## src/rtl/eth_rx_framer.sv

```systemverilog
// GMII receive framer: preamble/SFD strip, FCS and length check,
// optional FCS removal, beat packing and good/bad frame counters.
module eth_rx_framer #(
  parameter int OUT_BYTES = 1,
  parameter int STRIP_FCS = 1,
  parameter int MIN_LEN   = 64,
  parameter int MAX_LEN   = 1518,
  parameter int CNT_W     = 32
) (
  input  logic                   rxClkIn,
  input  logic                   rstIn,
  input  logic [7:0]             gmiiDataIn,
  input  logic                   gmiiDvIn,
  input  logic                   gmiiErIn,
  output logic [8*OUT_BYTES-1:0] rxDataOut,
  output logic [OUT_BYTES-1:0]   rxKeepOut,
  output logic                   rxDataValidOut,
  output logic                   rxDataLastOut,
  output logic [2:0]             rxErrOut,
  output logic [CNT_W-1:0]       frameCntOut,
  output logic [CNT_W-1:0]       errCntOut
);

  localparam int         HOLD      = (STRIP_FCS != 0) ? 5 : 1;
  localparam logic [2:0] HOLD_N    = 3'(HOLD);
  localparam logic [3:0] LAST_LANE = 4'(OUT_BYTES - 1);
  localparam logic [15:0] MIN_L    = 16'(MIN_LEN);
  localparam logic [15:0] MAX_L    = 16'(MAX_LEN);
  localparam logic [31:0] RESIDUE  = 32'hDEBB20E3;

  typedef enum logic [1:0] {
    IDLE,
    PRE,
    DATA,
    DROP
  } state_e;

  state_e state_q, state_d;
  logic        armed_q, armed_d;
  logic [31:0] crc_q, crc_d;
  logic [15:0] len_q, len_d;
  logic        er_q, er_d;
  logic [7:0]  hold_q [HOLD];
  logic [7:0]  hold_d [HOLD];
  logic [2:0]  hcnt_q, hcnt_d;

  logic [8*OUT_BYTES-1:0] acc_q, acc_d;
  logic [3:0]             fill_q, fill_d;

  logic [8*OUT_BYTES-1:0] data_q, data_d;
  logic [OUT_BYTES-1:0]   keep_q, keep_d;
  logic                   valid_q, valid_d;
  logic                   last_q, last_d;
  logic [2:0]             err_q, err_d;
  logic [CNT_W-1:0]       fcnt_q, fcnt_d;
  logic [CNT_W-1:0]       ecnt_q, ecnt_d;

  logic       rel_v;
  logic       rel_last;
  logic       runt;
  logic [7:0] rel_byte;
  logic [2:0] frame_err;

  function automatic logic [31:0] crc_upd(
    input logic [31:0] c,
    input logic [7:0]  d
  );
    logic [31:0] r;
    r = c;
    for (int i = 0; i < 8; i++) begin
      r = (r[0] ^ d[i]) ? ((r >> 1) ^ 32'hEDB88320)
                        : (r >> 1);
    end
    return r;
  endfunction

  always_comb begin
    state_d   = state_q;
    armed_d   = armed_q | ~gmiiDvIn;
    crc_d     = crc_q;
    len_d     = len_q;
    er_d      = er_q;
    hold_d    = hold_q;
    hcnt_d    = hcnt_q;
    rel_v     = 1'b0;
    rel_last  = 1'b0;
    runt      = 1'b0;
    rel_byte  = hold_q[0];
    frame_err = {er_q,
                 (len_q < MIN_L) || (len_q > MAX_L),
                 crc_q != RESIDUE};

    unique case (state_q)
      IDLE: begin
        if (armed_q && gmiiDvIn) begin
          state_d = (gmiiDataIn == 8'h55) ? PRE : DROP;
        end
      end
      PRE: begin
        if (!gmiiDvIn) begin
          state_d = IDLE;
        end else if (gmiiDataIn == 8'h55) begin
          state_d = PRE;
        end else if (gmiiDataIn == 8'hD5) begin
          state_d = DATA;
          crc_d   = 32'hFFFFFFFF;
          len_d   = '0;
          er_d    = 1'b0;
          hcnt_d  = '0;
        end else begin
          state_d = DROP;
        end
      end
      DATA: begin
        if (gmiiDvIn) begin
          crc_d = crc_upd(crc_q, gmiiDataIn);
          if (len_q != 16'hFFFF) len_d = len_q + 16'd1;
          if (gmiiErIn) er_d = 1'b1;
          // full hold line: oldest byte leaves as the new one enters
          if (hcnt_q == HOLD_N) begin
            rel_v = 1'b1;
            for (int i = 0; i < HOLD - 1; i++) begin
              hold_d[i] = hold_q[i+1];
            end
            hold_d[HOLD-1] = gmiiDataIn;
          end else begin
            for (int i = 0; i < HOLD; i++) begin
              if (hcnt_q == 3'(i)) hold_d[i] = gmiiDataIn;
            end
            hcnt_d = hcnt_q + 3'd1;
          end
        end else begin
          state_d = IDLE;
          if (hcnt_q == HOLD_N) begin
            rel_v    = 1'b1;
            rel_last = 1'b1;
          end else begin
            runt = 1'b1;
          end
        end
      end
      DROP: begin
        if (!gmiiDvIn) state_d = IDLE;
      end
      default: state_d = IDLE;
    endcase

    acc_d   = acc_q;
    fill_d  = fill_q;
    data_d  = '0;
    keep_d  = '0;
    valid_d = 1'b0;
    last_d  = 1'b0;
    err_d   = '0;
    fcnt_d  = fcnt_q;
    ecnt_d  = ecnt_q;

    if (rel_v) begin
      for (int l = 0; l < OUT_BYTES; l++) begin
        if (fill_q == 4'(l)) acc_d[8*l +: 8] = rel_byte;
      end
      if (rel_last || fill_q == LAST_LANE) begin
        valid_d = 1'b1;
        last_d  = rel_last;
        data_d  = acc_d;
        for (int l = 0; l < OUT_BYTES; l++) begin
          keep_d[l] = (4'(l) <= fill_q);
        end
        acc_d  = '0;
        fill_d = '0;
      end else begin
        fill_d = fill_q + 4'd1;
      end
    end

    if (runt) begin
      valid_d = 1'b1;
      last_d  = 1'b1;
    end

    if (last_d) begin
      err_d = frame_err;
      if (frame_err == 3'b000) fcnt_d = fcnt_q + 1'b1;
      else                     ecnt_d = ecnt_q + 1'b1;
    end
  end

  always_ff @(posedge rxClkIn or posedge rstIn) begin
    if (rstIn) begin
      state_q <= IDLE;
      armed_q <= 1'b0;
      crc_q   <= '0;
      len_q   <= '0;
      er_q    <= 1'b0;
      for (int i = 0; i < HOLD; i++) hold_q[i] <= '0;
      hcnt_q  <= '0;
      acc_q   <= '0;
      fill_q  <= '0;
      data_q  <= '0;
      keep_q  <= '0;
      valid_q <= 1'b0;
      last_q  <= 1'b0;
      err_q   <= '0;
      fcnt_q  <= '0;
      ecnt_q  <= '0;
    end else begin
      state_q <= state_d;
      armed_q <= armed_d;
      crc_q   <= crc_d;
      len_q   <= len_d;
      er_q    <= er_d;
      hold_q  <= hold_d;
      hcnt_q  <= hcnt_d;
      acc_q   <= acc_d;
      fill_q  <= fill_d;
      data_q  <= data_d;
      keep_q  <= keep_d;
      valid_q <= valid_d;
      last_q  <= last_d;
      err_q   <= err_d;
      fcnt_q  <= fcnt_d;
      ecnt_q  <= ecnt_d;
    end
  end

  assign rxDataOut      = data_q;
  assign rxKeepOut      = keep_q;
  assign rxDataValidOut = valid_q;
  assign rxDataLastOut  = last_q;
  assign rxErrOut       = err_q;
  assign frameCntOut    = fcnt_q;
  assign errCntOut      = ecnt_q;

endmodule
```

## config.mk

```make
export PLATFORM = sky130hd
export DESIGN_NAME = eth_rx_framer
export DESIGN_NICKNAME = d
export VERILOG_FILES = /design/src/rtl/eth_rx_framer.sv
export SDC_FILE = /design/constraint.sdc
export NUM_CORES = 1
export LEC_CHECK = 0
export CORE_MARGIN = 5
export CORE_UTILIZATION = 30
export CTS_CLUSTER_SIZE = 20
export DETAILED_ROUTE_END_ITERATION = 10
export GPL_TIMING_DRIVEN = 0
export HOLD_SLACK_MARGIN = 0.06
export MAX_ROUTING_LAYER = met4
export PLACE_DENSITY = 0.48
export SYNTH_ARGS = -nofsm -noshare
export SYNTH_HDL_FRONTEND = slang
export SYNTH_SLANG_ARGS = --single-unit
```

## constraint.sdc

```tcl
create_clock -name rxClkIn -period 10.2 [get_ports rxClkIn]
set_input_delay 1.02 -clock rxClkIn [delete_from_list [all_inputs] [get_ports rxClkIn]]
set_output_delay 1.02 -clock rxClkIn [all_outputs]
set_load 0.02 [all_outputs]
```

==> metrics.md <==
| Metric | Value |
|---|---|
| Status | finished clean |
| Asr flop ratio synth | 1.00 |
| Sequential share of power | 0.387 |
| Ratio of cells with drive above 1 in the final layout | 0.0572 |
| Vias per cell | ~4.8 |
| Nets@finish | 1005 |
| Peak supply drop | 159 uV |
| Worst Path Max Fanout | 10 |
| Minimum clock period | between 3 and 4 ns |
| Placed instance area | 10200 um2 |
| Slew HR | 0.348 |
| Antenna violations before repair | 0 |
| CTS Buffer Depth | 2 |
| Register-to-Register Path Depth | 9 |
| CTS Buf Count | 17 |
| 1st-iter DRT viols | roughly 460 |
| HP Class | reg -> reg |
| Hold depth | 1 |
| Area Overhead vs Synth | 23.0% |
| Final Cycle Share | 0.348 |
| Largest net degree at the start of global routing | 97 |
| Worst-margin pin slew | 0.968 ns |
| Pint | 1700 uW |
| Worst Path Required | 10.50 ns |
| Sw Share | 0.371 |
| Final Slew Violations | 0 |
| Setup TNS | 0 ns |
| Top cells by area, synth | dfrtp_1 (52%), xnor2_1 (8.7%), xor2_1 (5.6%) |
| LEAKAGE | 0.00447 uW |
| Synth cell types | between 40 and 50 |
| Postcts setup bufs | 0 |
| Design area | 10900 um2 |
| Die height | about 180 um |
| Clock Root Buffer | clkbuf_16 |
| Clock power share | 0.259 |
| Post-synthesis sequential area ratio | 0.524 |
| # setup viols final | 0 |
| Yosys reg bits | 185 |
| Warnings, synthesis | 0 |
| CTS tree | done |
| Router iterations before antenna repair | 5 |
| Most frequent cell after synthesis | dfrtp_1 |
| Crit path DAT | 3.84 ns |
| Power per Cell Area | between 200 and 250 nW/um2 |
| Die ar. | 33000 um2 |
| P_sw | 1000 uW |
| Post-Syn Area | a little under 9000 um2 |
| Antenna Nets Post-Route | 0 |
| Top cells by count, synth | dfrtp_1 (185), a21oi_1 (95), nor2_1 (90) |
| Clk_skew | 0.0143 ns |
| Grt total ovfl | 0 |
| Critical path class | in -> reg |
| Detailed Place HPWL | 15.8 mm |
| Placer congestion estimate | 0.793 |
| Max-cap violation count | 0 |
| Critical Path Stages | 8 |
| CP Cell Sequence | clkdlybuf4s50_1 -> or3b_2 -> o41ai_2 -> o31ai_1 -> clkbuf_1 -> nor3_1 -> xnor2_1 -> nor2_1 |
| Combinational fraction of design power | 0.354 |
| Crit start category | primary input |
| Number of synthesized flops with an enable pin | 0 |
| Critical Path End Type | register |
| Area of the multi-input gates | 3990 um2 |
| Cts hold-fix bufs | 0 |
| WP buf/inv | 2 |
| N_diodes | 0 |
| Gr usage total | 0.138 |
| CTS Sinks | 185 |
| Die Width | 182 um |
| Unrepaired setup endpoints after global routing | false |
| Post-Layout Cell Count | approximately 1400 |
| Mapped Nets | 897 |
| Max stage delay on crit path | 0.62 ns |
| I/O pin total | 90 |
| Post-route core utilization | 0.376 |
| DRC viols | 0 |
| Synthesized instance count | 876 |
| Drt wl/cell | 15.9 um |
| First-pass GRT wire length | approximately 37 mm |
| Cells after DPL | 1349 |
| Core area | slightly below 30000 um2 |
| # fillers | 2958 |
| Routed wire length | 22.0 mm |
| Number of global-route vias before repair | between 6000 and 7000 |
| PostCTS Resize Cnt | 0 |
| CTS H-tree depth | 4 |
| Initial Util | 0.306 |
| Port bufs | 88 |
| Hold Vio Cnt, Final | 0 |
| Routed vias | around 6600 |
| Slowest stage cell, crit path | o41ai_2 |
| Total power | 2700 uW |
| Worst skew pair latency | 0.43 ns |
| Top cell type by total area after synthesis | dfrtp_1 |
| Synth Area per Inst | 10.1 um2 |
| CP top delay family | compound AO/OA/AOI/OAI gates |
| Yosys top cell area share | 0.524 |
| Fmax | 0.282 GHz |
| Synth Flop Type | dfrtp_1 |
| FP Rows | between 60 and 70 |
| Flip-flop and latch area | 4630 um2 |
| Clock-pin slew on the worst setup and hold paths | 0.08 ns |
per-layer routing:
layer  track usage  share of wire  vias up
li1              -              -     3257
met1         0.194           0.51     3228
met2         0.209           0.45       99
met3        0.0250          0.033       12
met4        0.0300         0.0089        0
met5             -              0        -
kinds of logic (layout without fill, tap and decap cells):
group,Yosys count,count (layout),share of synthesized area
AOI/OAI and AO/OA,138,138,0.0874
adders and majority gates,9,9,0.0128
muxes,11,11,0.0139
and+or+nand+nor,337,337,0.195
DFF,185,185,0.524
xor gates and xnor gates,144,144,0.143
buffers and inverters,52,173,0.0239
placed cells by master, fill, tap and decap left out, types with 2 or more instances in the layout:
| cell type | synthesis | final |
|---|---|---|
| nor3_1 | 33 | 33 |
| nand4_1 | 31 | 31 |
| nand2b_1 | 6 | 6 |
| nand4b_1 | 3 | 3 |
| clkinv_4 | 0 | 2 |
| ha_1 | 9 | 9 |
| a21oi_1 | 95 | 95 |
| buf_1 | 3 | 3 |
| inv_8 | 0 | 5 |
| dfrtp_1 | 185 | 185 |
| nor4b_2 | 3 | 3 |
| and4_1 | 7 | 7 |
| nand2_1 | 68 | 68 |
| clkbuf_1 | 29 | 29 |
| xnor2_1 | 88 | 88 |
| inv_1 | 17 | 16 |
| nor2_1 | 90 | 90 |
| or3_1 | 2 | 2 |
| nand3b_1 | 2 | 2 |
| and2_1 | 15 | 15 |
| and3_1 | 9 | 9 |
| or4_1 | 3 | 3 |
| mux2_2 | 10 | 10 |
| o22a_1 | 8 | 8 |
| clkinv_8 | 0 | 6 |
| o31ai_1 | 4 | 4 |
| clkbuf_16 | 0 | 17 |
| a31oi_1 | 2 | 2 |
| clkdlybuf4s50_1 | 0 | 88 |
| nor4_1 | 13 | 13 |
| xor2_1 | 56 | 56 |
| nor2b_1 | 10 | 10 |
| buf_6 | 2 | 2 |
| nand3_1 | 35 | 35 |
| o21ai_0 | 20 | 20 |
layout make-up:
type / instances / area share
plain buffers: 35 / 0.0136
clock buffers: 17 / 0.0392
clock inverters: 15 / 0.0190
inverters: 17 / 0.00657
multi-input cells: 639 / 0.367
flip-flops and latches: 185 / 0.426
well taps: 384 / 0.0442
repair buffers: 89 / 0.0837
worst register-to-register path, cell delays in order, from the launching register on:
cell      delay (ns)
dfrtp_1         0.33
clkbuf_1        0.28
nor2b_1         0.17
clkbuf_1        0.42
nand2_1         0.24
inv_1           0.20
nand3_1         0.12
nor4_1          0.85
nand4_1         0.22
xnor2_1         0.17
stage by stage:
stage          hold WS (ns)  setup WS, ns
2_1_floorplan         0.450          4.15
3_3_place_gp          0.461          1.19
3_5_place_dp          0.459          6.14
4_1_cts               0.472          6.59
5_1_grt               0.503          6.43
6_report              0.473          6.65
worst paths after layout:
path                       slack (ns)                      start                        end
max                              6.65              gmiiDataIn[0]       len_q[6]$_DFFE_PP0P_
max in group asynchronous        8.19                      rstIn     hold_q[22]$_DFFE_PP0P_
min in group asynchronous        1.05                      rstIn     rxDataOut[3]$_DFF_PP0_
min                              0.47  errCntOut[31]$_DFFE_PP0P_  errCntOut[31]$_DFFE_PP0P_
min reg2reg                      0.47  errCntOut[31]$_DFFE_PP0P_  errCntOut[31]$_DFFE_PP0P_
max reg2reg                      7.09     state_q[1]$_DFFE_PP0P_  errCntOut[28]$_DFFE_PP0P_
flip-flops by register name, summed over array words and instances (netlist names), 2 cells and up:
name         cells
crc_q           32
errCntOut       32
frameCntOut     32
hold_q          32
len_q           16
acc_q            8
rel_byte         8
rxDataOut        8
fill_q           4
hcnt_q           3
rxErrOut         3
state_q          2
power groups by stage:
stage	sequential, uW	combinational, uW	clock, uW
2_1_floorplan	1040	755	0
3_3_place_gp	1060	964	0
3_5_place_dp	1060	967	0
4_1_cts	1050	973	723
5_1_grt	1070	1080	753
6_report	1050	958	701
No activity file was read; power rests on OpenSTA's default activity.
